File: src/rtl/pc_redirect_arbiter.sv
// ---------------------------------------------------------------------------
// PcRedirectArbiter (module pc_redirect_arbiter)
//
// This block is the only driver of the PC-generation redirect port. It takes
// redirect requests from three sources and picks one by fixed priority:
//   commit/exception (COMM) > branch-unit mispredict (BU) > early jump (EJ).
// The winner is stored in a one-entry redirect slot, which PC gen drains.
// After a COMM or BU redirect, any EJ requests that arrive in the next few
// cycles come from the wrong path, so they are consumed and dropped.
//
// Ports
//   clk_i           clock
//   rst_i           synchronous reset, active-high
//   comm_valid_i    commit redirect request (never back-pressured)
//   comm_target_i   commit redirect target
//   bu_valid_i      branch-unit redirect request
//   bu_ready_o      BU request accepted this cycle
//   bu_target_i     BU redirect target
//   ej_valid_i      early jump request
//   ej_ready_o      EJ request consumed this cycle (taken or squashed)
//   ej_base_i       early jump base (PC, or 0 for RET)
//   ej_offs_i       early jump offset (sign-extended imm, or ra)
//   ej_kill_o       pulse: EJ request squashed or EJ in slot preempted
//   pcgen_valid_o   redirect slot valid
//   pcgen_ready_i   PC gen takes the slot this cycle
//   pcgen_target_o  redirect target
//   pcgen_src_o     slot source: 00 none, 01 EJ, 10 BU, 11 COMM
// ---------------------------------------------------------------------------
module pc_redirect_arbiter #(
  parameter int unsigned XLEN          = 64,
  parameter int unsigned SQUASH_CYCLES = 2
) (
  input  logic            clk_i,
  input  logic            rst_i,

  input  logic            comm_valid_i,
  input  logic [XLEN-1:0] comm_target_i,

  input  logic            bu_valid_i,
  output logic            bu_ready_o,
  input  logic [XLEN-1:0] bu_target_i,

  input  logic            ej_valid_i,
  output logic            ej_ready_o,
  input  logic [XLEN-1:0] ej_base_i,
  input  logic [XLEN-1:0] ej_offs_i,
  output logic            ej_kill_o,

  output logic            pcgen_valid_o,
  input  logic            pcgen_ready_i,
  output logic [XLEN-1:0] pcgen_target_o,
  output logic [1:0]      pcgen_src_o
);

  typedef enum logic {
    SLOT_EMPTY = 1'b0,
    SLOT_FULL  = 1'b1
  } slotState_e;

  localparam logic [1:0] SRC_NONE = 2'b00;
  localparam logic [1:0] SRC_EJ   = 2'b01;
  localparam logic [1:0] SRC_BU   = 2'b10;
  localparam logic [1:0] SRC_COMM = 2'b11;

  // Instruction fetch addresses are at least 2-byte aligned, so bit 0 of a
  // computed jump target (e.g. an odd ra on RET) is always cleared.
  localparam logic [XLEN-1:0] ALIGN_MASK = {{(XLEN-1){1'b1}}, 1'b0};

  slotState_e      slotState_q, slotState_d;
  logic [XLEN-1:0] slotTarget_q, slotTarget_d;
  logic [1:0]      slotSrc_q, slotSrc_d;

  logic            slotFree;
  logic            slotHoldsEj;
  logic            squashActive;
  logic            commAcc;
  logic            buReady;
  logic            buAcc;
  logic            ejReady;
  logic            ejAcc;
  logic            ejSquash;
  logic            preempt;
  logic [XLEN-1:0] ejTarget;

  assign ejTarget = (ej_base_i + ej_offs_i) & ALIGN_MASK;

  // The slot can take a new entry when empty or when it is drained this cycle.
  assign slotFree    = (slotState_q == SLOT_EMPTY) | pcgen_ready_i;
  assign slotHoldsEj = (slotState_q == SLOT_FULL) & (slotSrc_q == SRC_EJ);

  // All handshake outputs are gated by reset so nothing is accepted or
  // reported while the slot is being cleared, even if state is unknown.
  assign commAcc  = comm_valid_i & ~rst_i;
  assign buReady  = ~rst_i & ~comm_valid_i & (slotFree | slotHoldsEj);
  assign buAcc    = bu_valid_i & buReady;

  // While squashing, EJ is always consumed but never reaches the slot.
  assign ejReady  = ~rst_i & (squashActive |
                              (~comm_valid_i & ~bu_valid_i & slotFree));
  assign ejAcc    = ej_valid_i & ejReady & ~squashActive;
  assign ejSquash = ~rst_i & squashActive & ej_valid_i;

  // An EJ that PC gen has not taken yet is thrown away when a higher
  // priority redirect lands on top of it.
  assign preempt  = slotHoldsEj & ~pcgen_ready_i & (commAcc | buAcc);

  assign bu_ready_o = buReady;
  assign ej_ready_o = ejReady;
  assign ej_kill_o  = ~rst_i & (ejSquash | preempt);

  assign pcgen_valid_o  = (slotState_q == SLOT_FULL);
  assign pcgen_target_o = slotTarget_q;
  assign pcgen_src_o    = slotSrc_q;

  // Slot next state: an accept always (re)fills the slot with the winner in
  // priority order; otherwise a drain empties it and clears source/target.
  always_comb begin
    slotState_d  = slotState_q;
    slotTarget_d = slotTarget_q;
    slotSrc_d    = slotSrc_q;
    if (commAcc) begin
      slotState_d  = SLOT_FULL;
      slotTarget_d = comm_target_i;
      slotSrc_d    = SRC_COMM;
    end else if (buAcc) begin
      slotState_d  = SLOT_FULL;
      slotTarget_d = bu_target_i;
      slotSrc_d    = SRC_BU;
    end else if (ejAcc) begin
      slotState_d  = SLOT_FULL;
      slotTarget_d = ejTarget;
      slotSrc_d    = SRC_EJ;
    end else if ((slotState_q == SLOT_FULL) && pcgen_ready_i) begin
      slotState_d  = SLOT_EMPTY;
      slotTarget_d = '0;
      slotSrc_d    = SRC_NONE;
    end
  end

  always_ff @(posedge clk_i) begin
    if (rst_i) begin
      slotState_q  <= SLOT_EMPTY;
      slotTarget_q <= '0;
      slotSrc_q    <= SRC_NONE;
    end else begin
      slotState_q  <= slotState_d;
      slotTarget_q <= slotTarget_d;
      slotSrc_q    <= slotSrc_d;
    end
  end

  // Wrong-path squash window. With SQUASH_CYCLES=0 the window never opens
  // and no counter is built.
  if (SQUASH_CYCLES > 0) begin : gSquash
    localparam int unsigned CNT_W = $clog2(SQUASH_CYCLES + 1);

    logic [CNT_W-1:0] squashCnt_q, squashCnt_d;

    // A fresh COMM/BU redirect restarts the window even mid-countdown.
    always_comb begin
      squashCnt_d = squashCnt_q;
      if (commAcc | buAcc) begin
        squashCnt_d = CNT_W'(SQUASH_CYCLES);
      end else if (squashCnt_q != '0) begin
        squashCnt_d = squashCnt_q - CNT_W'(1);
      end
    end

    always_ff @(posedge clk_i) begin
      if (rst_i) begin
        squashCnt_q <= '0;
      end else begin
        squashCnt_q <= squashCnt_d;
      end
    end

    assign squashActive = (squashCnt_q != '0);
  end else begin : gNoSquash
    assign squashActive = 1'b0;
  end

endmodule
File: config.mk
export PLATFORM = sky130hd
export DESIGN_NAME = pc_redirect_arbiter
export DESIGN_NICKNAME = d
export VERILOG_FILES = /design/src/rtl/pc_redirect_arbiter.sv
export SDC_FILE = /design/constraint.sdc
export NUM_CORES = 1
export LEC_CHECK = 0
export BUFFER_PORTS_ARGS = -buffer_cell sky130_fd_sc_hd__clkbuf_2
export CAP_MARGIN = 10
export CORE_AREA = 3 3 129 131
export CTS_CLUSTER_DIAMETER = 30
export DETAILED_ROUTE_END_ITERATION = 10
export DIE_AREA = 0 0 132 134
export PLACE_DENSITY = 0.86
export RECOVER_POWER = 50
export SETUP_SLACK_MARGIN = 0.15
export SLEW_MARGIN = 20
export SYNTH_ARGS = -nofsm -noshare
export SYNTH_HDL_FRONTEND = slang
export SYNTH_SLANG_ARGS = --single-unit
File: constraint.sdc
create_clock -name clk_i -period 5 [get_ports clk_i]
set_input_delay 0.5 -clock clk_i [delete_from_list [all_inputs] [get_ports clk_i]]
set_output_delay 0.5 -clock clk_i [all_outputs]
set_load 0.1 [all_outputs]
# After elaboration in Yosys (flattened, before gate mapping)
# Cells that the tools add are included.
[classes]
addsub = 2
eq_ne = 1
mux = 14
n_bitwise = 26
n_reduce_logical = 5
[ops]
columns = ["operator", "n"]
rows = [
  ["two-way mux 64 bit", 4],
  ["adder 64 bit", 1],
  ["bitwise AND 1 bit", 15],
  ["two-way mux 2 bit", 6],
  ["NOT 1 bit", 6],
  ["OR 1 bit", 5],
  ["two-way mux 1 bit", 4],
  ["nonzero test 2 bit", 2],
  ["nonzero test 4 bit", 1],
  ["equality test 2 x 1 -> 1 bit, second input constant", 1],
  ["OR reduction 2 bit", 1],
  ["subtractor 2 x 1 -> 2 bit, second input constant", 1],
  ["logical AND 1 bit", 1],
]
[word_totals]
reg_bits = 69
input_bits = 262
out_inout_bits = 70
elab_cells = 53

# Longest topological paths before layout
# Gate-level depths: netlist (run 1).
[depth]
ltp_word = 10
mapped_depth = 12

# Worst setup path after synthesis (run 1)
# OpenSTA, ideal clock, no wires.
[synth_path]
kind = "register -> output"
startpoint = "reg slotSrc_q[0], in the netlist pcgen_src_o[0]"
endpoint = "out ej_kill_o"
arrival_ps = 5853
slack_ps = -1353
stages_incl_launch_ff = 7
path_buffers = 0
path_cell_list = "dfxtp_1 nand2b_1 a211oi_1 and2_1 nor2_1 or3b_2 a21oi_1"
[synth_via]
elab_chain_cells = 9
[synth_lines]
columns = ["element", "line_no", "rtl"]
rows = [
  ["from (decl)", "71", "logic [1:0] slotSrc_q, slotSrc_d;"],
  ["from (signal assigned)", "148", "slotSrc_q <= slotSrc_d;"],
  ["equality test 2 x 1 -> 1 bit", "89", "assign slotHoldsEj = (slotState_q == SLOT_FULL) & (slotSrc_q == SRC_EJ);"],
  ["bitwise AND 1 bit", "89", ""],
  ["OR 1 bit", "94", "assign buReady = ~rst_i & ~comm_valid_i & (slotFree | slotHoldsEj);"],
  ["bitwise AND 1 bit", "94", ""],
  ["net bu_ready_o", "40", "output logic bu_ready_o,"],
  ["bitwise AND 1 bit", "95", "assign buAcc = bu_valid_i & buReady;"],
  ["OR 1 bit", "105", "assign preempt = slotHoldsEj & ~pcgen_ready_i & (commAcc | buAcc);"],
  ["bitwise AND 1 bit", "105", ""],
  ["OR 1 bit", "109", "assign ej_kill_o = ~rst_i & (ejSquash | preempt);"],
  ["bitwise AND 1 bit", "109", ""],
  ["to (decl)", "47", "output logic ej_kill_o,"],
]
# The timed path passes the listed nets, and every way through them passes these cells.

# Final worst setup path (run 1)
[layout_path]
startpoint = "reg slotState_q, in the netlist pcgen_valid_o"
endpoint = "reg slotTarget_q[33], in the netlist pcgen_target_o[33]"
[layout_via]
elab_chain_cells = 10
[layout_lines]
columns = ["element", "line_no", "rtl"]
rows = [
  ["from (decl)", "69", "slotState_e slotState_q, slotState_d;"],
  ["from (signal assigned)", "146", "slotState_q <= slotState_d;"],
  ["NOT 1 bit", "88", "assign slotFree = (slotState_q == SLOT_EMPTY) | pcgen_ready_i;"],
  ["OR 1 bit", "88", ""],
  ["bitwise AND 1 bit", "99", "(~comm_valid_i & ~bu_valid_i & slotFree));"],
  ["OR 1 bit", "98", "assign ejReady = ~rst_i & (squashActive |"],
  ["bitwise AND 1 bit", "98", ""],
  ["bitwise AND 1 bit (2 in a row)", "100", "assign ejAcc = ej_valid_i & ejReady & ~squashActive;"],
  ["two-way mux 64 bit", "129", "end else if (ejAcc) begin"],
  ["two-way mux 64 bit", "125", "end else if (buAcc) begin"],
  ["two-way mux 64 bit", "121", "if (commAcc) begin"],
  ["to (signal assigned)", "147", "slotTarget_q <= slotTarget_d;"],
  ["to (decl)", "70", "logic [XLEN-1:0] slotTarget_q, slotTarget_d;"],
]
# Several ways; a longest one is shown, not always the timed one.
# A chain may end at the register's enable or synchronous reset.

==> qor.yml, run 1 <==
run_status:
  status: "finished clean"
placed_design:
  numPortBuffers: 331
  dp_slack_ns: 1.48
  place_area_um2: 8890
  finalWeightedCongestion: 0.993
  dp_hpwl_um: 22300
setup_path:
  startpoint_type: "flop"
  path_max_fanout: 14
  crit_type: "flop to flop"
  crit_arrival_ns: 3.48
  worstPathRequired_ns: 5.27
  critPathCaptureType: "flop"
synthesis:
  synth_mux_area_frac: 0.00559
  synth_ff_type: "dfxtp_1"
  synth_compound_area_frac: 0.390
  ys_ff_latch: 69
  postSynthAreaPerCell_um2: 7.51
  netlist_instances: 954
  synth_edf_count: 0
  yosys.area_share.simple: 0.186
  yosys_warnings: 0
  synthArstFlopShare: 0
  yosys.cell_types.count: 79
  synth_top_family_by_area: "compound AO/OA/AOI/OAI gates"
  ys_seq_area_frac: 0.193
  syn_nets: 1279
  synth_fa_ha_area_frac: 0.111
  syn-cell-area_um2: 7170
  synth_xor_area_frac: 0.0648
grt:
  grt_pass1_vias: 8545
  grt_max_degree: 66
  track_usage: 0.305
  grt_remaining_overflow: 0
  grt_pass1_wl_um: 43900
  grt_antenna_before_repair: 0
die:
  die_h_um: 134
  die_w_um: 132
  rows: 46
  io_pins: 332
  start_util: 0.456
  core_area_um2: 15700
  die_area_um2: 17700
sta:
  skew_ns: 0.00912
  setup_slack_ns: 1.79
  slew_headroom: 0.173
  rsz0062_at_grt: "false"
  fmax_mhz: 312
  drv_slew: 0
  finalSetupViolations: 0
  fin_crit_sh: 0.642
  timing.setup.tns_ns: 0
  hold_viol_final: 0
  fin_crit_ns: 3.21
  worst_slew_pin_slew_ns: 1.25
clock_tree:
  clock_latency_ns: 0.35
  path_clk_slew_ns: 0.07
  post_cts_buffers: 0
  tritoncts: "yes"
  clock-sinks: 69
  ctsResizeCount: 0
  cts_root_buffer: "clkbuf_16"
  clk_path_buf_depth: 2
  ctsHtreeMaxLevel: 3
  numCtsBuffers: 9
  cts_hold_buf: 0
route:
  ant_nets: 0
  dr_total_vias: 8968
  viasPerCell: 6.16
  wl_um: 28700
  wl_per_cell_um: 19.7
  drt_iter0_markers: 952
  route.detailed.drc: 0
  firstDrtPassIters: 9
final_layout:
  drive_gt1_frac: 0.258
  fin_area_um2: 9120
  diodes: 0
  area_growth_pct: 27.2
  nets: 1559
pwr:
  powerDensity_nw_per_um2: 280
  ir_drop_mv: 0.152
  power_leakage_nw: 3.97
run:
  cap_violations: 0
hold_path:
  hp-class: "input pin to flop"
## worst max-delay path, cell delays in order (launching register included)
cell	delay [ns]
dfxtp_1	0.34
nor2b_1	0.27
a211oi_1	0.15
and2_2	0.23
nor2_1	0.29
nand3_1	0.52
nor2_1	0.97
a222oi_1	0.22
o21ai_0	0.15
## worst paths after layout
check	slack, ns	depth (start not counted)	end	start
worst max-delay path	1.79	8	pcgen_target_o[33]	pcgen_valid_o
worst min-delay path	0.38	3	pcgen_target_o[59]	bu_target_i[59]
worst max register to register	1.79	8	pcgen_target_o[33]	pcgen_valid_o
worst min register to register	0.45	2	pcgen_target_o[8]	pcgen_target_o[8]
## registers in the layout, indices dropped and copies added (netlist names)
name / flops
pcgen_target_o: 64
gSquash.squashCnt_q: 2
pcgen_src_o: 2
pcgen_valid_o: 1
## cell usage in the layout, fill, tap and decap left out, types with 10 or more instances in the layout
master / netlist / final
nand3_1: 17 / 17
o21ai_0: 71 / 71
o21bai_1: 15 / 15
o21a_1: 10 / 10
clkbuf_2: 1 / 264
xor2_1: 17 / 17
clkbuf_1: 59 / 67
nand4_1: 27 / 27
dfxtp_1: 69 / 69
a211oi_1: 14 / 14
xnor2_1: 36 / 36
a222oi_1: 32 / 32
nand2_1: 88 / 88
a21o_1: 28 / 28
nor2_1: 60 / 59
o22ai_1: 10 / 10
ha_1: 62 / 62
nor3_1: 23 / 23
a221oi_1: 16 / 16
a21oi_1: 129 / 128
inv_1: 23 / 23
## layout make-up
cell class | count | area, um2
inverters | 23 | 86.3
fillers | 1503 | 6600
repair buffers | 338 | 1630
multi-input cells | 793 | 5440
clock inverters | 5 | 58.8
clock buffers | 11 | 253
well taps | 216 | 270
flip-flops and latches | 69 | 1380
## kinds of logic (layout without fill, tap and decap cells)
group                      Yosys count  after routing
muxes                                4              4
adders and majority gates           63             63
DFF                                 69             69
and+or+nand+nor                    274            274
buffers and inverters               92            377
xor gates and xnor gates            53             53
AOI/OAI and AO/OA                  399            399
## metal layers
layer / global-route usage / vias to the layer above / routed length, um
li1: - / 4235 / -
met1: 0.390 / 4131 / 11500
met2: 0.512 / 537 / 13500
met3: 0.0690 / 65 / 2940
met4: 0.0998 / 0 / 708
met5: 0 / - / 0
## metrics by stage
step	cells	hold slack, ns	util	power, mW
3_5_place_dp	1439	0.445	0.566	1.87
3_3_place_gp	1439	0.439	0.566	1.86
2_1_floorplan	954	0.462	-	1.54
4_1_cts	1455	0.378	0.586	2.56
6_report	1455	0.384	0.580	2.56
5_1_grt	1455	0.402	0.580	2.67
## power breakdown
part	switching, mW	internal [mW]
sequential	0.0296	0.598
clock	0.270	0.414
combinational	0.874	0.371
## synth_stat cells (all sizes together), types with 5 or more instances
| cell | count | share of area |
|---|---|---|
| a221o | 8 | 0.011 |
| a21boi | 5 | 0.0058 |
| and3 | 9 | 0.0079 |
| buf | 9 | 0.0063 |
| ha | 62 | 0.11 |
| nor2 | 61 | 0.032 |
| a222oi | 32 | 0.045 |
| o31ai | 6 | 0.013 |
| nand3 | 17 | 0.012 |
| nand2 | 89 | 0.047 |
| inv | 23 | 0.012 |
| nand2b | 7 | 0.0061 |
| o21bai | 15 | 0.016 |
| a21oi | 133 | 0.096 |
| a21o | 28 | 0.029 |
| nand4 | 27 | 0.024 |
| o21ai | 74 | 0.053 |
| a221oi | 16 | 0.020 |
| a211oi | 16 | 0.018 |
| clkbuf | 60 | 0.032 |
| o22ai | 10 | 0.0087 |
| nand3b | 7 | 0.0073 |
| a31oi | 11 | 0.011 |
| o21a | 10 | 0.010 |
| xnor2 | 36 | 0.044 |
| or3 | 7 | 0.0061 |
| xor2 | 17 | 0.021 |
| nor3 | 23 | 0.016 |
| dfxtp | 69 | 0.19 |
Note: power is estimated with default switching activity, not from simulation.
==> run 2, diff against run 1 <==
--- a/config.mk
+++ b/config.mk
@@ -7,11 +7,11 @@
 export LEC_CHECK = 0
 export BUFFER_PORTS_ARGS = -buffer_cell sky130_fd_sc_hd__clkbuf_2
 export CAP_MARGIN = 10
-export CORE_AREA = 3 3 129 131
+export CORE_MARGIN = 3
+export CORE_UTILIZATION = 44
 export CTS_CLUSTER_DIAMETER = 30
 export DETAILED_ROUTE_END_ITERATION = 10
-export DIE_AREA = 0 0 132 134
-export PLACE_DENSITY = 0.86
+export PLACE_DENSITY = 0.87
 export RECOVER_POWER = 50
 export SETUP_SLACK_MARGIN = 0.15
 export SLEW_MARGIN = 20
==> constraint.sdc (replaced) <==
create_clock -name clk_i -period 2.8 [get_ports clk_i]
set_input_delay 0.28 -clock clk_i [delete_from_list [all_inputs] [get_ports clk_i]]
set_output_delay 0.28 -clock clk_i [all_outputs]
set_load 0.1 [all_outputs]
==> run 2 against run 1 <==
Effect of this change: via count increased by 7.6%; die area increased by 0.95%; clock power increased by 83%; first-iteration DRC count increased by 18%; core utilization increased by 8.5 points; final cell count increased by 9.3%; setup slack got worse by 1.7 ns; routed wire length increased by 9.8%; power increased by 95%; sequential share of layout area decreased by 2.0 points; global-route usage increased by 2.2 points; flip-flop and latch count unchanged; largest power group unchanged.
==> qor.yml, run 2 (synthesis gave the netlist of run 1 again) <==
route:
  wl_um: 31500  # +9.8%
  wl_per_cell_um: 19.8  # +0.40%
  drt_iter0_markers: 1124  # +18%
  route.detailed.drc: 0  # unchanged
  ant_nets: 0  # unchanged
  viasPerCell: 6.07  # -1.6%
  firstDrtPassIters: 8  # -1
  dr_total_vias: 9651  # +7.6%
setup_path:
  path_depth: 14  # +6
  critPathBufInv: 2  # +2
  rrSetupSlack_ns: 0.27  # -1.52 ns
  crit_path_top_delay_cell: "fa_2"
  critPathCaptureType: "flop"
  r2r_cells: 8  # unchanged
  crit_path_max_incr_delay_ns: 0.39  # -0.58 ns
  path_cells: "buf_8 -> nand2_4 -> fa_2 -> and2b_1 -> o2111ai_2 -> a211oi_2 -> a2111oi_4 -> a21oi_4 -> a41oi_4 -> buf_4 -> o31ai_4 -> xor2_1 -> a21oi_1 -> nor3_1"
  cp_top_family: "compound AO/OA/AOI/OAI gates"
  timing.rr.start: "pcgen_valid_o"
  crit_path_end: "pcgen_target_o[48]"
  startpoint_type: "input pin"
  worstPathRequired_ns: 3.07  # -2.20 ns
  crit_type: "input pin to flop"
  rr_endpoint: "pcgen_target_o[54]"
  path_max_fanout: 3  # -11
  crit_arrival_ns: 2.97  # -0.51 ns
  critPathLaunch: "ej_offs_i[0]"
die:
  core_area_um2: 15900  # +1.1%
  rows: 46  # unchanged
  die_w_um: 134  # +1.2%
  die_area_um2: 17900  # +0.95%
  start_util: 0.451  # -0.00496
  die_h_um: 134  # -0.28%
  io_pins: 332  # unchanged
placed_design:
  place_area_um2: 9920  # +12%
  finalWeightedCongestion: 0.991  # -0.15%
  numPortBuffers: 331  # unchanged
  dp_hpwl_um: 24000  # +7.6%
  placed_cells_incl_taps: 1560  # +8.4%
  dp_slack_ns: -0.393  # -1.87 ns
final_layout:
  fillers: 1367  # -9.0%
  area_growth_pct: 47.5
  final_common_cell: "clkbuf_2"
  nets: 1694  # +8.7%
  layout_common_cells: "clkbuf_2, buf_4, a21oi_1"
  drive_gt1_frac: 0.366  # +0.108
  stdcell_count: 1591  # +9.3%
  largest_reg_flops: 64  # unchanged
  fin_area_um2: 10600  # +16%
run_status:
  status: "finished clean"
sta:
  slew_headroom: 0.180  # +0.00635
  worst_slew_pin_slew_ns: 1.24  # -0.00957 ns
  hold_viol_final: 0  # unchanged
  rsz0062_at_grt: "true"
  fin_crit_ns: 2.70
  skew_ns: 0.00721  # -0.00192 ns
  fin_crit_sh: 0.965
  finalSetupViolations: 0  # unchanged
  fmax_mhz: 370
  setup_slack_ns: 0.0968  # -1.70 ns
  drv_slew: 0  # unchanged
grt:
  grt_pass1_wl_um: 47500  # +8.1%
  grt_max_degree: 66  # unchanged
  grt_antenna_before_repair: 1  # +1
  track_usage: 0.328  # +0.0224
  grt_remaining_overflow: 0  # unchanged
  grt_pass1_vias: 9384  # +9.8%
clock_tree:
  ctsHtreeMaxLevel: 3  # unchanged
  path_clk_slew_ns: 0.06  # about the same
  cts_root_buffer: "clkbuf_16"
  clock-sinks: 69  # unchanged
  numCtsBuffers: 9  # unchanged
  tritoncts: "yes"
  clk_path_buf_depth: 2  # unchanged
  clock_latency_ns: 0.35  # about the same
run:
  cap_violations: 0  # unchanged
pwr:
  ir_drop_mv: 0.331  # +120%
  power_leakage_nw: 4.71  # +19%
  power_mw: 4.99  # +95%
  powerDensity_nw_per_um2: 472  # +68%
hold_path:
  hp-class: "input pin to flop"
run 2: cell count changes in the layout (fill, tap and decap cells not counted), sizes merged:
| cell | before | now |
|---|---|---|
| clkinvlp | 2 | 1 |
| buf | 7 | 148 |
| diode | 0 | 1 |
| clkbuf | 342 | 337 |
| clkinv | 2 | 1 |
| bufinv | 1 | 2 |
run 2: worst min-delay path by stage:
stage	start	end	slack (ns)	cells past startpoint
after floorplan	bu_target_i[59]	pcgen_target_o[59]	0.40	2
after global placement	pcgen_target_o[8]	pcgen_target_o[8]	0.44	2
after detailed placement	pcgen_target_o[11]	pcgen_target_o[11]	0.45	2
after CTS	bu_target_i[59]	pcgen_target_o[59]	0.15	3
after global routing	comm_target_i[36]	pcgen_target_o[36]	0.19	3
final	bu_target_i[59]	pcgen_target_o[59]	0.16	3
run 2: layer usage:
metal | part of all wire | vias to the layer above | wire length [um] | track usage
met4 | 0.041 | 0 | 1310 | 0.131
met5 | 0 | - | 0 | 0
li1 | - | 4496 | - | -
met3 | 0.091 | 109 | 2860 | 0.0555
met2 | 0.47 | 610 | 14900 | 0.562
met1 | 0.40 | 4436 | 12500 | 0.410
run 2: metrics by stage:
stage / hold slack, ns / util / setup TNS, ns
after floorplan: 0.402 / - / -3.76
after global placement: 0.438 / 0.625 / -4.07
after detailed placement: 0.445 / 0.625 / -6.42
after CTS: 0.152 / 0.648 / 0
after global routing: 0.193 / 0.665 / -0.0557
final: 0.159 / 0.665 / 0
run 2: what timing repair did:
item                                   in CTS  in global routing
gates resized for setup                     8                 56
endpoints found under the hold margin       0                  0
hold buffers                                0                  0
buffers inserted                            3                 11
pin swaps                                  11                 30
setup endpoints to repair                  16                 27
run 2: layout make-up:
cell class	instances	area, um2	share of cell area
Multi-Input combinational cell	793	5790	0.548
Timing Repair Buffer	473	2710	0.257
Sequential cell	69	1390	0.132
Tap cell	216	270	0.0256
Clock buffer	12	236	0.0224
Inverter	23	86.3	0.00817
Clock inverter	4	72.6	0.00687
Antenna cell	1	2.50	0.000237
run 2: power breakdown:
group | leakage, nW | switching, mW | internal (mW) | total, mW
Clock | 0.147 | 0.465 | 0.780 | 1.25
Combinational | 3.99 | 1.68 | 0.931 | 2.62
Sequential | 0.572 | 0.0573 | 1.07 | 1.12
run 2: worst reg2reg max path: stages (launching register included):
cell and delay, ns:
dfxtp_4 0.34, nor2b_4 0.20, a211oi_4 0.08, and2_4 0.15, nor2_1 0.30, and3_2 0.71, a221oi_1 0.21, a221o_1 0.37
a21oi_1 0.11
